`config.mk`:
```
export PLATFORM = sky130hd
export DESIGN_NAME = sd_sched_flat
export DESIGN_NICKNAME = d
export VERILOG_FILES = /design/src/rtl/sd_sched_pkg.sv /design/src/rtl/sd_sched_if.sv /design/src/rtl/sd_prio_arb.sv /design/src/rtl/sd_sched.sv /design/src/flat_wrapper.sv
export SDC_FILE = /design/constraint.sdc
export NUM_CORES = 1
export LEC_CHECK = 0
export BUFFER_PORTS_ARGS = -buffer_cell sky130_fd_sc_hd__buf_2
export CAP_MARGIN = 20
export CORE_MARGIN = 10
export CORE_UTILIZATION = 36
export CTS_BUF_LIST = sky130_fd_sc_hd__clkbuf_8 sky130_fd_sc_hd__clkbuf_16
export DETAILED_ROUTE_END_ITERATION = 10
export PLACE_DENSITY_LB_ADDON = 0.2
export SLEW_MARGIN = 20
export SYNTH_ARGS = -nofsm -noshare
export SYNTH_HDL_FRONTEND = slang
export SYNTH_SLANG_ARGS = --single-unit
```
`constraint.sdc`:
```
create_clock -name sysclk -period 2.7 [get_ports sysclk]
set_clock_uncertainty 0.1 [all_clocks]
set_input_delay 0.27 -clock sysclk [delete_from_list [all_inputs] [get_ports sysclk]]
set_output_delay 0.27 -clock sysclk [all_outputs]
set_load 0.01 [all_outputs]
```
`src/rtl/sd_sched_pkg.sv`:
```
// Shared encodings and slice geometry for the display scheduler.
// Pure definitions: no latency, no flow control.
package sd_sched_pkg;

   typedef enum logic [1:0] {
      ST_IDLE = 2'd0,
      ST_SEND = 2'd1,
      ST_HOLD = 2'd2
   } state_e;

   localparam int NUM_SRC   = 3;
   localparam int SRC_TIME  = 0;
   localparam int SRC_ALARM = 1;
   localparam int SRC_SET   = 2;

   localparam int DIG_W  = 4;
   localparam int NUM_W  = 6 * DIG_W;
   localparam int MASK_W = 6;

   localparam logic [MASK_W-1:0] BLANK_TWK = 6'b111111;

endpackage

```
`src/rtl/sd_sched_if.sv`:
```
// Source inputs and sd_itf-facing outputs of the scheduler.
// master drives the sources; slave is the scheduler itself.
interface sd_sched_if;
   import sd_sched_pkg::*;

   logic [NUM_SRC-1:0]        src_req;
   logic [NUM_SRC*NUM_W-1:0]  src_num;
   logic [NUM_SRC*MASK_W-1:0] src_dp;
   logic [NUM_SRC*MASK_W-1:0] src_twk;

   logic [NUM_SRC-1:0] grant;
   logic               busy;
   logic               valid_sd;
   logic [MASK_W-1:0]  twinkle;
   logic [MASK_W-1:0]  dp;
   logic [DIG_W-1:0]   num6, num5, num4, num3, num2, num1;

   modport master (
      output src_req, src_num, src_dp, src_twk,
      input  grant, busy, valid_sd, twinkle, dp, num6, num5, num4, num3, num2, num1
   );

   modport slave (
      input  src_req, src_num, src_dp, src_twk,
      output grant, busy, valid_sd, twinkle, dp, num6, num5, num4, num3, num2, num1
   );

endinterface

```
`src/rtl/sd_prio_arb.sv`:
```
// Fixed-priority one-hot arbiter: setting > alarm > time.
// Combinational, zero latency; no backpressure.
module sd_prio_arb
   import sd_sched_pkg::*;
(
   input  logic [NUM_SRC-1:0] req_i,
   output logic [NUM_SRC-1:0] gnt_o
);

   always_comb begin
      gnt_o = '0;
      if (req_i[SRC_SET])        gnt_o[SRC_SET]   = 1'b1;
      else if (req_i[SRC_ALARM]) gnt_o[SRC_ALARM] = 1'b1;
      else if (req_i[SRC_TIME])  gnt_o[SRC_TIME]  = 1'b1;
   end

endmodule

```
`src/rtl/sd_sched.sv`:
```
// Picks a display source and latches its frame for sd_itf; valid_sd 2 cycles after a trigger.
// No backpressure: after each pulse the block holds SHIFT_CYC cycles, deferring ticks as pending.
module sd_sched
   import sd_sched_pkg::*;
#(
   parameter int REFRESH_CYC = 50000,
   parameter int SHIFT_CYC   = 64,
   parameter int BLINK_CYC   = 25000000
) (
   input  logic   sysclk,
   input  logic   rst,
   sd_sched_if.slave bus
);

   localparam int RW = $clog2(REFRESH_CYC);
   localparam int HW = $clog2(SHIFT_CYC);
   localparam int BW = $clog2(BLINK_CYC);
   localparam logic [RW-1:0] REF_LAST   = RW'(REFRESH_CYC - 1);
   localparam logic [HW-1:0] HOLD_LAST  = HW'(SHIFT_CYC - 1);
   localparam logic [BW-1:0] BLINK_LAST = BW'(BLINK_CYC - 1);

   state_e              state_q, state_d;
   logic [RW-1:0]       ref_cnt_q;
   logic [HW-1:0]       hold_cnt_q, hold_cnt_d;
   logic [BW-1:0]       blink_cnt_q;
   logic                blink_off_q;
   logic                pending_q, pending_d;
   logic                load;
   logic                tick;
   logic [NUM_SRC-1:0]  arb;
   logic [NUM_SRC-1:0]  grant_q;
   logic                valid_q;
   logic [NUM_W-1:0]    num_q, sel_num;
   logic [MASK_W-1:0]   dp_q, sel_dp;
   logic [MASK_W-1:0]   twk_q, sel_twk;

   sd_prio_arb u_arb (
      .req_i (bus.src_req),
      .gnt_o (arb)
   );

   assign tick = (ref_cnt_q == REF_LAST);

   always_ff @(posedge sysclk) begin
      if (rst) begin
         ref_cnt_q   <= '0;
         blink_cnt_q <= '0;
         blink_off_q <= 1'b0;
      end else begin
         ref_cnt_q <= tick ? '0 : ref_cnt_q + RW'(1);
         if (blink_cnt_q == BLINK_LAST) begin
            blink_cnt_q <= '0;
            blink_off_q <= ~blink_off_q;
         end else begin
            blink_cnt_q <= blink_cnt_q + BW'(1);
         end
      end
   end

   // No source granted means a blank frame: everything dark.
   always_comb begin
      sel_num = '0;
      sel_dp  = '0;
      sel_twk = BLANK_TWK;
      case (arb)
         3'b001: begin
            sel_num = bus.src_num[SRC_TIME*NUM_W +: NUM_W];
            sel_dp  = bus.src_dp[SRC_TIME*MASK_W +: MASK_W];
            sel_twk = bus.src_twk[SRC_TIME*MASK_W +: MASK_W] & {MASK_W{blink_off_q}};
         end
         3'b010: begin
            sel_num = bus.src_num[SRC_ALARM*NUM_W +: NUM_W];
            sel_dp  = bus.src_dp[SRC_ALARM*MASK_W +: MASK_W];
            sel_twk = bus.src_twk[SRC_ALARM*MASK_W +: MASK_W] & {MASK_W{blink_off_q}};
         end
         3'b100: begin
            sel_num = bus.src_num[SRC_SET*NUM_W +: NUM_W];
            sel_dp  = bus.src_dp[SRC_SET*MASK_W +: MASK_W];
            sel_twk = bus.src_twk[SRC_SET*MASK_W +: MASK_W] & {MASK_W{blink_off_q}};
         end
         default: ;
      endcase
   end

   always_comb begin
      state_d    = state_q;
      hold_cnt_d = hold_cnt_q;
      pending_d  = pending_q;
      load       = 1'b0;
      case (state_q)
         ST_IDLE: begin
            if (tick || pending_q || (arb != grant_q)) state_d = ST_SEND;
         end
         ST_SEND: begin
            load       = 1'b1;
            pending_d  = tick;
            hold_cnt_d = '0;
            state_d    = ST_HOLD;
         end
         ST_HOLD: begin
            if (tick) pending_d = 1'b1;
            hold_cnt_d = hold_cnt_q + HW'(1);
            if (hold_cnt_q == HOLD_LAST) state_d = ST_IDLE;
         end
         default: state_d = ST_IDLE;
      endcase
   end

   always_ff @(posedge sysclk) begin
      if (rst) begin
         state_q    <= ST_IDLE;
         hold_cnt_q <= '0;
         pending_q  <= 1'b0;
         grant_q    <= '0;
         valid_q    <= 1'b0;
         num_q      <= '0;
         dp_q       <= '0;
         twk_q      <= '0;
      end else begin
         state_q    <= state_d;
         hold_cnt_q <= hold_cnt_d;
         pending_q  <= pending_d;
         valid_q    <= load;
         if (load) begin
            grant_q <= arb;
            num_q   <= sel_num;
            dp_q    <= sel_dp;
            twk_q   <= sel_twk;
         end
      end
   end

   assign bus.grant    = grant_q;
   assign bus.busy     = (state_q != ST_IDLE);
   assign bus.valid_sd = valid_q;
   assign bus.twinkle  = twk_q;
   assign bus.dp       = dp_q;
   assign bus.num6     = num_q[23:20];
   assign bus.num5     = num_q[19:16];
   assign bus.num4     = num_q[15:12];
   assign bus.num3     = num_q[11:8];
   assign bus.num2     = num_q[7:4];
   assign bus.num1     = num_q[3:0];

endmodule

```
`src/flat_wrapper.sv`:
```
// flat-port wrapper written by rule: the top's interface ports become plain ports
module sd_sched_flat import sd_sched_pkg::*;
#(
   parameter int REFRESH_CYC = 50000,
   parameter int SHIFT_CYC   = 64,
   parameter int BLINK_CYC   = 25000000
)
  (sysclk, rst, bus_src_req, bus_src_num, bus_src_dp, bus_src_twk, bus_grant, bus_busy, bus_valid_sd, bus_twinkle, bus_dp, bus_num6, bus_num5, bus_num4, bus_num3, bus_num2, bus_num1);
  sd_sched_if bus_i ();
  input  logic sysclk;
  input  logic rst;
  input wire logic [$bits(bus_i.src_req)-1:0] bus_src_req;
  input wire logic [$bits(bus_i.src_num)-1:0] bus_src_num;
  input wire logic [$bits(bus_i.src_dp)-1:0] bus_src_dp;
  input wire logic [$bits(bus_i.src_twk)-1:0] bus_src_twk;
  output wire logic [$bits(bus_i.grant)-1:0] bus_grant;
  output wire logic [$bits(bus_i.busy)-1:0] bus_busy;
  output wire logic [$bits(bus_i.valid_sd)-1:0] bus_valid_sd;
  output wire logic [$bits(bus_i.twinkle)-1:0] bus_twinkle;
  output wire logic [$bits(bus_i.dp)-1:0] bus_dp;
  output wire logic [$bits(bus_i.num6)-1:0] bus_num6;
  output wire logic [$bits(bus_i.num5)-1:0] bus_num5;
  output wire logic [$bits(bus_i.num4)-1:0] bus_num4;
  output wire logic [$bits(bus_i.num3)-1:0] bus_num3;
  output wire logic [$bits(bus_i.num2)-1:0] bus_num2;
  output wire logic [$bits(bus_i.num1)-1:0] bus_num1;
  assign bus_i.src_req = bus_src_req;
  assign bus_i.src_num = bus_src_num;
  assign bus_i.src_dp = bus_src_dp;
  assign bus_i.src_twk = bus_src_twk;
  assign bus_grant = bus_i.grant;
  assign bus_busy = bus_i.busy;
  assign bus_valid_sd = bus_i.valid_sd;
  assign bus_twinkle = bus_i.twinkle;
  assign bus_dp = bus_i.dp;
  assign bus_num6 = bus_i.num6;
  assign bus_num5 = bus_i.num5;
  assign bus_num4 = bus_i.num4;
  assign bus_num3 = bus_i.num3;
  assign bus_num2 = bus_i.num2;
  assign bus_num1 = bus_i.num1;
  sd_sched #(.REFRESH_CYC(REFRESH_CYC), .SHIFT_CYC(SHIFT_CYC), .BLINK_CYC(BLINK_CYC)) u_core (.sysclk(sysclk), .rst(rst), .bus(bus_i));
endmodule
```
==> summary.md <==
| Metric | Value |
|---|---|
| Most frequent cells in the layout | `153 x buf_2, 91 x dfxtp_1, 68 x nand2_1, 61 x nand2b_1, 55 x a21oi_1` |
| Worst-Margin Slew | `634.7 ps` |
| Final hold vios | `0` |
| Dpl hpwl | `around 11,000 um` |
| Total power | `4.054 mW` |
| Slew margin rel. | `between 50 and 60%` |
| RSZ-0062 raised after global routing | `false` |
| Fmax | `438.8 MHz` |
| Post-Synthesis Cells | `about 600` |
| Area Growth Syn to Fin | `24.88%` |
| Final nets | `850` |
| First-pass DRT Iterations | `7` |
| Root Buffer Master | `clkbuf_16` |
| Clock transition at the registers of the reported paths | `60 ps` |
| Final slew viol count | `0` |
| Width of the chip | `between 100 and 150 um` |
| Core Area | `about 13,000 um2` |
| CP Class | `reg -> reg` |
| Yosys synthesis warning count | `0` |
| Final Setup Violations | `0` |
| Non-filler instance count after layout | `slightly above 900` |
| DRC violations left | `0` |
| H-tree depth | `3` |
| Max-Cap Viols | `0` |
| GRT Util Overall | `roughly 15%` |
| Layout cells sized above 1 | `~26%` |
| Met3 Usage GRT | `around 4.5%` |
| CP required | `2810 ps` |
| Peak VDD IR | `roughly 0.26 mV` |
| Max incr delay on CP | `between 600 and 700 ps` |
| Yosys cell types | `44` |
| Final period utilization | `a little over four fifths` |
| Synth Flop Type | `dfxtp_1` |
| Global routing met2 resource utilization | `a little over a quarter` |
| Most common cell after layout, fill and taps aside | `buf_2` |
| Worst hold path class | `in -> reg` |
| Post-CTS sizing | `0` |
| Critical path capture point type | `register` |
| Die Area | `18,130 um2` |
| Post-synth EDFFs | `0` |
| Initial antenna violation count | `0` |
| Mapped Area | `~4700 um2` |
| # diodes | `0` |
| Routed vias/inst | `5.150` |
| Syn Area/Cell | `between 7 and 8 um2` |
| Total negative slack | `0 ps` |
| Leakage Power | `~2.4 nW` |
| Port Buf Inserts | `approximately 150` |
| Final core utilization | `between 40% and 50%` |
| PD cells | `686.1 nW/um2` |
| CTS Hold Bufs | `0` |
| Starting Density | `37.20%` |
| CTS buffer count | `9` |
| Area occupied by registers | `between 1500 and 2000 um2` |
| Ys async rst share | `0%` |
| CTS tree | `done` |
| Vias in the first global route | `approximately 4,500` |
| First-pass GRT wire length | `roughly 23,000 um` |
| # IOs | `about 150` |
| Pin count of the biggest net entering global routing | `67` |
| Flop and latch count out of synthesis | `91` |
| Die Span Y | `roughly 130 um` |
| Routed Antenna Nets | `0` |
| CP Cell Sequence | `or4b_2, nor4_4, or2_1, nor2_1` |
| FILL cells | `around 1,300` |
| Critical Path Source Type | `register` |
| Detailed Route Iter0 Violations | `222` |
| Clk sinks | `91` |
| CP max FO | `15` |
| Later-pin clock latency in the skew report | `350 ps` |
| Outcome | `completed` |
| Vias | `4,671` |
| Met1 layer usage reported by global route | `roughly 17%` |
| Area occupied by multi-input gates | `2691 um2` |
| Gpl congestion | `around 0.86` |
| Placed insts | `approximately 890` |
| Post-CTS Setup Inserts | `0` |
| Rows | `41` |
| Post-synth net total | `just over 700` |
| Buffer depth of the longest clock path | `2` |
| Seq/Total Area, Yosys | `~38%` |
| Wire length per cell | `roughly 16 um` |
| Wirelength, routed | `between 10,000 and 15,000 um` |
| Remaining Overflow, GRT | `0` |
| Critical path arrival | `between 2000 and 2500 ps` |
| Post-layout minimum cycle time | `2279 ps` |
| Gr busiest metal | `met2` |
| Slowest stage cell, crit path | `or4b_2` |
registers in the layout, indices dropped and copies added, names as in the netlist:
register             count
u_core.blink_cnt_q      25
u_core.blink_off_q       1
u_core.bus.dp            6
u_core.bus.grant         3
u_core.bus.twinkle       6
u_core.bus.valid_sd      1
u_core.hold_cnt_q        6
u_core.num_q            24
u_core.pending_q         1
u_core.ref_cnt_q        16
u_core.state_q           2
kinds of logic (layout without fill, tap and decap cells):
family          after synthesis  count (layout)  synth area share [%]
simple gates                271             271                 30.54
compound gates              137             137                 17.35
flops                        91              91                 38.50
buf+inv                      54             192                 4.627
xor+xnor                     27              27                 4.997
mux                          10              10                 2.142
fa+ha+maj                     7               7                 1.851
final timing paths:
check	endpoint	slack, ps	cells after the start	start
worst min register to register	u_core.ref_cnt_q[0]	360	1	u_core.ref_cnt_q[0]
worst max-delay path	u_core.ref_cnt_q[6]	420	4	u_core.ref_cnt_q[6]
worst min-delay path	u_core.num_q[3]	190	4	bus_src_num[51]
worst max register to register	u_core.ref_cnt_q[6]	420	4	u_core.ref_cnt_q[6]
cell usage after synthesis, types with 2 or more instances:
library cell  number  area, um2
o211ai_1          22      165.2
ha_1               7      87.58
dfxtp_1           91       1822
or2_2              2      12.51
buf_1              6      22.52
nand2_1           68      255.2
mux2i_1            9      90.09
clkbuf_1          28      105.1
nor4_1             5      31.28
inv_1             14      52.55
nor3b_1            3      22.52
or4_1              7      52.55
nand2b_1          61      381.6
or4_4              3      33.78
a221o_1            9      90.09
nor4b_1            2      17.52
or3_1             11      68.82
nor2b_1            4      25.02
nor3_1            12      60.06
nor2_1            43      161.4
o31ai_1            8      60.06
buf_2              4      20.02
nand4_1           11      68.82
o21ai_0           39      195.2
xor2_1             9      78.83
nand3_1           26      130.1
xnor2_1           18      157.7
and4_1             4      35.03
nand3b_1           2      15.01
a21oi_1           55      275.3
per-layer routing:
layer	wire [um]	vias up
met3	930	17
met5	0	-
met4	232	0
met2	6873	145
met1	6400	2157
li1	-	2352
report_power, final:
part | internal, mW | switching [mW]
combinational | 0.515 | 0.670
clock | 0.734 | 0.524
sequential | 1.51 | 0.102
layout make-up:
cell class / count / share of cell area (%)
multi-input cells: 452 / 45.54
flip-flops and latches: 91 / 30.83
repair buffers: 162 / 14.10
clock buffers: 10 / 4.044
well taps: 172 / 3.642
clock inverters: 6 / 0.9528
inverters: 14 / 0.8893
worst max-delay path: cells and delay by family (launching register included):
kind             cells  cell delay, ps
AND/OR/NAND/NOR      4            1620
flip-flops           1             430
stage by stage:
stage / setup slack [ps] / instance area, um2 / hold slack [ps]
after CTS: 400.8 / 5909 / 185.1
after detailed placement: 444.7 / 5614 / 353.1
final: 420.9 / 5909 / 194.4
after floorplan: 634.7 / 4732 / 250.9
after global routing: 279.6 / 5909 / 216.0
after global placement: 536.1 / 5614 / 341.7
Note: power is estimated with default switching activity, not from simulation.
